## src/rtl/bomb_sequencer.sv

```systemverilog
// Round sequencer for the bomb-defusal board. It runs the countdown timer,
// the strike counter and the sticky solved mask, and decides win or lose.
// It also picks which minigame drives the OLED and holds every minigame in
// reset except during an armed round.
//
// state    | meaning
// ---------+---------------------------------------------------------------
// IDLE     | start screen; arm starts a round and loads the counters
// ARMED    | round running; timer ticks, strikes and solves are accepted
// DEFUSED  | every module solved in time; counters frozen until arm
// EXPLODED | out of time or too many strikes; counters frozen until arm
module bomb_sequencer #(
  parameter int NUM_MODULES     = 3,
  parameter int CLK_HZ          = 100_000_000,
  parameter int TIME_SECONDS    = 300,
  parameter int MAX_STRIKES     = 3,
  parameter int PENALTY_SECONDS = 10
) (
  input  logic                      basys_clock,
  input  logic                      reset_n,
  input  logic                      arm,
  input  logic [NUM_MODULES-1:0]    module_solved,
  input  logic [NUM_MODULES-1:0]    module_strike,
  input  logic [16*NUM_MODULES-1:0] module_pixel,
  input  logic [15:0]               home_pixel,
  output logic [15:0]               oled_data,
  output logic                      module_hold,
  output logic [3:0]                active_module,
  output logic [1:0]                state,
  output logic [9:0]                seconds_left,
  output logic [1:0]                strikes,
  output logic [15:0]               led
);

  localparam int PW = $clog2(CLK_HZ);
  localparam logic [PW-1:0] PRESCALE_LAST = PW'(CLK_HZ - 1);
  localparam logic [9:0]    ROUND_TIME    = 10'(TIME_SECONDS);
  localparam logic [31:0]   PENALTY       = 32'(PENALTY_SECONDS);
  localparam logic [31:0]   STRIKE_LIMIT  = 32'(MAX_STRIKES);

  localparam logic [15:0] PIXEL_DEFUSED  = 16'h07E0;
  localparam logic [15:0] PIXEL_EXPLODED = 16'hF800;

  typedef enum logic [1:0] {
    IDLE     = 2'd0,
    ARMED    = 2'd1,
    DEFUSED  = 2'd2,
    EXPLODED = 2'd3
  } state_t;

  state_t state_q;
  state_t state_d;

  logic [PW-1:0]          prescaler;
  logic [NUM_MODULES-1:0] solved_reg;
  logic                   blink;

  logic                   tick;
  logic                   strike_any;
  logic [NUM_MODULES-1:0] solved_next;
  logic                   all_solved;
  logic [1:0]             strikes_next;
  logic [31:0]            deduct;
  logic [9:0]             seconds_left_next;
  logic                   boom;
  logic [3:0]             first_unsolved;

  // Next-cycle values of the round counters, shared by the FSM and datapath.
  always_comb begin
    tick        = (state_q == ARMED) && (prescaler == PRESCALE_LAST);
    strike_any  = |module_strike;
    solved_next = solved_reg | module_solved;
    all_solved  = &solved_next;

    // Several strike bits in one cycle still count as a single strike.
    strikes_next = strikes + {1'b0, strike_any};

    // Tick and penalty stack; the timer saturates at zero instead of wrapping.
    deduct = {31'd0, tick} + (strike_any ? PENALTY : 32'd0);
    if ({22'd0, seconds_left} <= deduct) begin
      seconds_left_next = 10'd0;
    end else begin
      seconds_left_next = seconds_left - deduct[9:0];
    end

    boom = ({30'd0, strikes_next} >= STRIKE_LIMIT) || (seconds_left_next == 10'd0);

    // Lowest unsolved module; scanning downward lets the lowest index win.
    // With everything solved the current selection is kept.
    first_unsolved = active_module;
    for (int i = NUM_MODULES - 1; i >= 0; i--) begin
      if (!solved_next[i]) begin
        first_unsolved = 4'(i);
      end
    end
  end

  // State register.
  always_ff @(posedge basys_clock or negedge reset_n) begin
    if (!reset_n) begin
      state_q <= IDLE;
    end else begin
      state_q <= state_d;
    end
  end

  // Next-state logic; a detonation outranks a defuse in the same cycle.
  always_comb begin
    state_d = state_q;
    case (state_q)
      IDLE: begin
        if (arm) begin
          state_d = ARMED;
        end
      end
      ARMED: begin
        if (boom) begin
          state_d = EXPLODED;
        end else if (all_solved) begin
          state_d = DEFUSED;
        end
      end
      DEFUSED, EXPLODED: begin
        if (arm) begin
          state_d = IDLE;
        end
      end
      default: state_d = IDLE;
    endcase
  end

  // Round datapath: loaded on arm, updated while armed, frozen otherwise.
  always_ff @(posedge basys_clock or negedge reset_n) begin
    if (!reset_n) begin
      prescaler     <= '0;
      seconds_left  <= 10'd0;
      strikes       <= 2'd0;
      solved_reg    <= '0;
      active_module <= 4'd0;
      blink         <= 1'b0;
    end else begin
      case (state_q)
        IDLE: begin
          active_module <= 4'd0;
          if (arm) begin
            prescaler    <= '0;
            seconds_left <= ROUND_TIME;
            strikes      <= 2'd0;
            solved_reg   <= '0;
            blink        <= 1'b1;
          end
        end
        ARMED: begin
          prescaler     <= tick ? '0 : prescaler + 1'b1;
          seconds_left  <= seconds_left_next;
          strikes       <= strikes_next;
          solved_reg    <= solved_next;
          active_module <= first_unsolved;
          if (tick) begin
            blink <= ~blink;
          end
        end
        default: begin
        end
      endcase
    end
  end

  // Display mux and module reset hold.
  always_comb begin
    state       = state_q;
    module_hold = (state_q != ARMED);
    oled_data   = home_pixel;
    case (state_q)
      IDLE: oled_data = home_pixel;
      ARMED: begin
        oled_data = 16'h0000;
        for (int i = 0; i < NUM_MODULES; i++) begin
          if (active_module == 4'(i)) begin
            oled_data = module_pixel[16*i +: 16];
          end
        end
      end
      DEFUSED:  oled_data = PIXEL_DEFUSED;
      EXPLODED: oled_data = PIXEL_EXPLODED;
      default:  oled_data = home_pixel;
    endcase
  end

  // Status LEDs: solved mask, strike thermometer, and a heartbeat while armed.
  always_comb begin
    led                  = 16'h0000;
    led[NUM_MODULES-1:0] = solved_reg;
    led[13]              = (strikes >= 2'd1);
    led[14]              = (strikes >= 2'd2);
    led[15]              = (strikes == 2'd3);
    led[12]              = (state_q == ARMED) && blink;
  end

endmodule

```

## config.mk

```make
export PLATFORM = sky130hd
export DESIGN_NAME = bomb_sequencer
export DESIGN_NICKNAME = d
export VERILOG_FILES = /design/src/rtl/bomb_sequencer.sv
export SDC_FILE = /design/constraint.sdc
export NUM_CORES = 1
export LEC_CHECK = 0
export CAP_MARGIN = 5
export CORE_MARGIN = 1.5
export CORE_UTILIZATION = 40
export CTS_CLUSTER_SIZE = 14
export DETAILED_ROUTE_END_ITERATION = 16
export GPL_TIMING_DRIVEN = 0
export MAX_ROUTING_LAYER = met4
export PLACE_DENSITY = 0.81
export SLEW_MARGIN = 20
export SYNTH_ARGS = -nofsm -noshare
export SYNTH_HDL_FRONTEND = slang
export SYNTH_SLANG_ARGS = --single-unit
```

## constraint.sdc

```tcl
create_clock -name basys_clock -period 4.6 [get_ports basys_clock]
set_input_delay 1.15 -clock basys_clock [delete_from_list [all_inputs] [get_ports basys_clock]]
set_output_delay 1.15 -clock basys_clock [all_outputs]
set_load 0.01 [all_outputs]
```

# [Word-level counts from Yosys, hierarchy flattened]
# Cells that the tools add are included.
[word_totals] elab_cells=70 input_bits=73 out_inout_bits=51 regBits=49
[classes] order_cmp=4 mux=26 reduce_logical=14 eq_ne=13 bitwise_logic=2 add_sub_neg=4
[ops] cell="case mux 16 bit (4 select lines)" count=1
[ops] cell="2-to-1 mux 27 bit" count=2
[ops] cell="case mux 27 bit (2 select lines)" count=1
[ops] cell="2-to-1 mux 16 bit" count=3
[ops] cell="adder 27 x 1 -> 27 bit, second input constant" count=1
[ops] cell="== test 27 bit, second input constant" count=1
[ops] cell="2-to-1 mux 10 bit" count=2
[ops] cell="case mux 10 bit (2 select lines)" count=1
[ops] cell="2-to-1 mux 4 bit" count=4
[ops] cell="<= comparator 10 x 5 -> 1 bit" count=1
[ops] cell="zero test 10 bit" count=1
[ops] cell="subtractor 10 x 5 -> 10 bit" count=1
[ops] cell="AND reduction 3 bit" count=3
[ops] cell="2-to-1 mux 2 bit" count=4
[ops] cell="case mux 4 bit (2 select lines)" count=1
[ops] cell="== test 2 bit, second input constant" count=3
[ops] cell="!= test 2 bit, second input constant" count=3
[ops] cell="case mux 2 bit (3 select lines)" count=1
[ops] cell="case mux 3 bit (2 select lines)" count=1
[ops] cell="adder 1 x 4 -> 5 bit" count=1
[ops] cell="== test 4 x 1 -> 1 bit, second input constant" count=1
[ops] cell="== test 4 x 2 -> 1 bit, second input constant" count=1
[ops] cell="greater-or-equal comparator 2 bit, second input constant" count=2
[ops] cell="zero test 4 bit" count=1
[ops] cell="other kinds (19)" count=22

# [Depth between registers and ports, before layout]
[logic_depth] depth_word=9 mapped_depth=13 depth_no_buf=12

# [Worst setup path before layout]
# Ideal clock, no wire load.
[synth_timing] path_type="in2reg" start="in module_strike[1]" end="reg state_q[0] (netlist: state[0])" arrival_time_ns=2.999 setup_slack_ns=1.514 setup_time_ns=0.087 path_stages=8 required_ns=4.513 cell_sequence="or3_1 inv_1 ha_1 clkbuf_1 nor4_1 a211oi_1 o41a_1 a211oi_2"
[synth_via] elab_chain_cells=9 elab_cells_between_ends=14 cone_classes="3 x add/sub; 2 x order compare; 1 x eq/ne; 4 x mux; 4 x reduce/logical"
[synth_rtl] item="start, declared" line_no="23" rtl="input logic [NUM_MODULES-1:0] module_strike,"
[synth_rtl] item="OR reduction 3 bit (*)" line_no="71" rtl="strike_any = |module_strike;"
[synth_rtl] item="2-to-1 mux 4 bit" line_no="79" rtl="deduct = {31'd0, tick} + (strike_any ? PENALTY : 32'd0);"
[synth_rtl] item="adder 1 x 4 -> 5 bit" line_no="79"
[synth_rtl] item="subtractor 10 x 5 -> 10 bit or <= comparator 10 x 5 -> 1 bit (tied branches)" line_no="83, 80"
[synth_rtl] item="2-to-1 mux 10 bit" line_no="80" rtl="if ({22'd0, seconds_left} <= deduct) begin"
[synth_rtl] item="zero test 10 bit" line_no="86" rtl="boom = ({30'd0, strikes_next} >= STRIKE_LIMIT) || (seconds_left_next == 10'd0);"
[synth_rtl] item="logical OR 1 bit (*)" line_no="86"
[synth_rtl] item="!= test 3 bit (no source line) or 2-to-1 mux 2 bit (tied branches)"
[synth_rtl] item="AND reduction 3 bit (no source line) or case mux 2 bit (3 select lines) (tied branches)"
[synth_rtl] item="end signal, assigned" line_no="103" rtl="state_q <= state_d;"
[synth_rtl] item="end, declared" line_no="51" rtl="state_t state_q;"
# Mark *: on every way between the ends. The rest lies on a longest branch, timed or not.
# A chain may end at the register's enable or synchronous reset.

# [Worst setup path in the final report]
[layout_timing] start="reg state_q[1] (netlist: state[1])" end="out oled_data[9]"
[layout_via] elab_chain_cells=2 elab_cells_between_ends=5 cone_classes="3 x eq/ne; 1 x mux; 1 x reduce/logical"
[layout_rtl] item="== test 2 bit (tied with other cells)" line_no="174" rtl="case (state_q)"
[layout_rtl] item="case mux 16 bit (4 select lines) (*)" line_no="174"
[layout_rtl] item="end, declared" line_no="26" rtl="output logic [15:0] oled_data,"
# Marks and branches as above.

==> impl_metrics.yaml <==
die:
  rows: 33
  fp.dieW_microns: 95.7
  core-area_sq_um: 8260
  pin_count: 124
  dieArea_sq_um: 9160
  initial_core_util: 0.416
  die_h_microns: 95.7
yosys:
  syn_avg_cell_area_sq_um: 7.99
  synthArstFlopShare: 1.00
  ys.flop_type: "dfrtp_1"
  syn_area_sq_um: 3440
  synth_top_family_by_area: "simple AND/OR/NAND/NOR gates"
  synth_simple_gate_area_frac: 0.242
  synth_compound_area_frac: 0.241
  yosys.area_share.adder: 0.0277
  yosys_warnings: 0
  yosysTopAreaCellShare: 0.342
  synth_seq_cells: 47
  yosys-mux-area-fraction: 0.0553
  yosysUniqueCellTypes: 59
  synthXorXnorAreaFrac: 0.0153
  synth_edf_count: 0
  synthTopCellsByArea: "dfrtp_1, a21oi_1, nor2_1, mux2i_1, a31oi_1"
  synth_cells: 430
  synth_top_cell_by_area: "dfrtp_1"
  ys_seq_area_frac: 0.342
global_routing:
  grt_antenna_before_repair: 0
  gr-usage-met3: 0.0355
  grt_pass1_wl_microns: 18000
  grt_pass1_vias: 3692
  top_usage_layer: "met2"
  grt_max_degree: 32
  grtUsageTotal: 0.260
  use_met1: 0.334
  gr-usage-met2: 0.430
  grt-ovfl-total: 0
timing:
  slew_headroom: 0.582
  period_needed_ns: 4.06
  fin_tns_setup_ns: 0
  setup_ws_ns: 0.542
  fin_crit_sh: 0.882
  worst_pin_slew_ns: 0.622
  finalHoldViolCount: 0
  skew_ns: 0.0108
  fmax_mhz: 246
  slew_viol_final: 0
  rsz0062_at_grt: "no"
  hold_slack_ns: 0.522
  setup_violations: 0
worst_setup_path:
  path_class: "reg -> out"
  required_ns: 3.45
  startpoint_type: "flop"
  worstSetupEndpointType: "primary output"
  arrival_ns: 2.91
  worstPathMaxFanout: 10
detailed_routing:
  viasPerCell: 5.71
  dr.pass1.iters: 5
  wl_microns: 11200
  vias: 3794
  drc: 0
  wl_per_cell_microns: 16.8
  antenna_left: 0
  drt_iter0_markers: 282
clock_tree:
  clock_path_buffers: 2
  cts_inserted_buffers: 5
  clock-sinks: 47
  cts_setup_buffers: 0
  clk_pin_slew_ns: 0.09
  cts_repair_resize_count: 0
  clk_latency_ns: 0.31
  htree_num_levels: 2
  cts_tree: "done"
  cts-root-buf: "clkbuf_8"
  cts_hold_buf: 0
power_and_ir_drop:
  vdd_ir_drop_max_v: 0.000301
  total_power_mw: 2.74
  power.leakage_nw: 1.96
  p_per_area_nw_per_um2: 567
hold_path:
  hp-class: "reg -> reg"
placed_design:
  gp_congestion: 0.938
  place_ws_ns: 0.669
  io_buffers: 112
  dpl.hpwl_microns: 8540
layout:
  most-common-layout-cells: "clkdlybuf4s50_1, nor2_1, a21oi_1"
  largest_register_ffs: 27
  multi_input_area_sq_um: 2040
  fin_util: 0.585
  diodes: 0
  fin_nets: 640
  syn2layout_area_growth_pct: 40.5
  seq_area_sq_um: 1180
  n_fill_cell: 764
  drive_above_1_share: 0.0750
  layout_commonest_cell: "clkdlybuf4s50_1"
job:
  max_cap_viol_count: 0
run_status:
  outcome: "completed"
-- final cells by class --
class	instances	share of cell area
multi-input cells	342	0.422
flip-flops and latches	47	0.244
repair buffers	113	0.235
plain buffers	37	0.0427
well taps	105	0.0272
clock buffers	6	0.0171
inverters	14	0.0109
clock inverters	1	0.00104
-- cell families after synthesis --
group,count (synthesis)
flip-flops,47
AND/OR/NAND/NOR,165
XOR/XNOR,6
adder cells (fa/ha/maj),7
multiplexers,19
buffers and inverters,51
other,1
AO/OA/AOI/OAI,134
-- metal layers --
layer / vias to the layer above / part of all wire
li1: 1808 / -
met4: 0 / 0.018
met5: - / 0
met3: 19 / 0.054
met1: 1820 / 0.43
met2: 147 / 0.50
-- power breakdown --
part	internal [mW]	leakage, nW	switching, mW
clock network	0.118	0.0470	0.144
registers	0.535	0.613	0.155
logic	0.801	1.30	0.987
total	1.45	1.96	1.29
-- cells in the mapped netlist (3+ instances only) --
master,n
a211oi_1,6
a21o_2,3
a21oi_1,49
a22o_1,4
a31oi_1,21
and2_1,3
and3_1,4
buf_2,6
buf_4,12
clkbuf_1,16
dfrtp_1,47
ha_1,6
inv_1,13
mux2i_1,19
nand2_1,34
nand3_1,17
nand4_1,10
nor2_1,55
nor2b_1,4
nor3_1,6
nor4_1,6
o21ai_0,20
o22ai_1,11
o31ai_1,4
or3_1,6
or4_1,4
xnor2_1,3
xor2_1,3
-- final timing paths --
| check | from | end | slack [ns] | cells past startpoint |
|---|---|---|---|---|
| worst max-delay path | state[1] | oled_data[9] | 0.54 | 8 |
| worst min-delay path | prescaler[24] | prescaler[24] | 0.52 | 1 |
| worst max register to register | prescaler[0] | state[0] | 1.29 | 12 |
| worst min register to register | prescaler[24] | prescaler[24] | 0.52 | 1 |
| max in group asynchronous | reset_n | prescaler[5] | 3.33 | 2 |
| min in group asynchronous | reset_n | prescaler[21] | 0.77 | 1 |
-- worst max-delay path, stage by stage (launching register included) --
cell and delay [ns]:
dfrtp_1 0.38, clkbuf_1 0.30, nor2b_1 0.09, buf_4 0.19, inv_1 0.09, buf_2 0.24
buf_1 0.51, o22ai_1 0.25, clkdlybuf4s50_1 0.53
-- metrics by stage --
| step | std cells | instance area, sq um |
|---|---|---|
| after floorplan | 440 | 3470 |
| after global placement | 657 | 4730 |
| after detailed placement | 658 | 4740 |
| after CTS | 665 | 4830 |
| after global routing | 665 | 4830 |
| final | 665 | 4830 |
No activity file was read; power rests on OpenSTA's default activity.
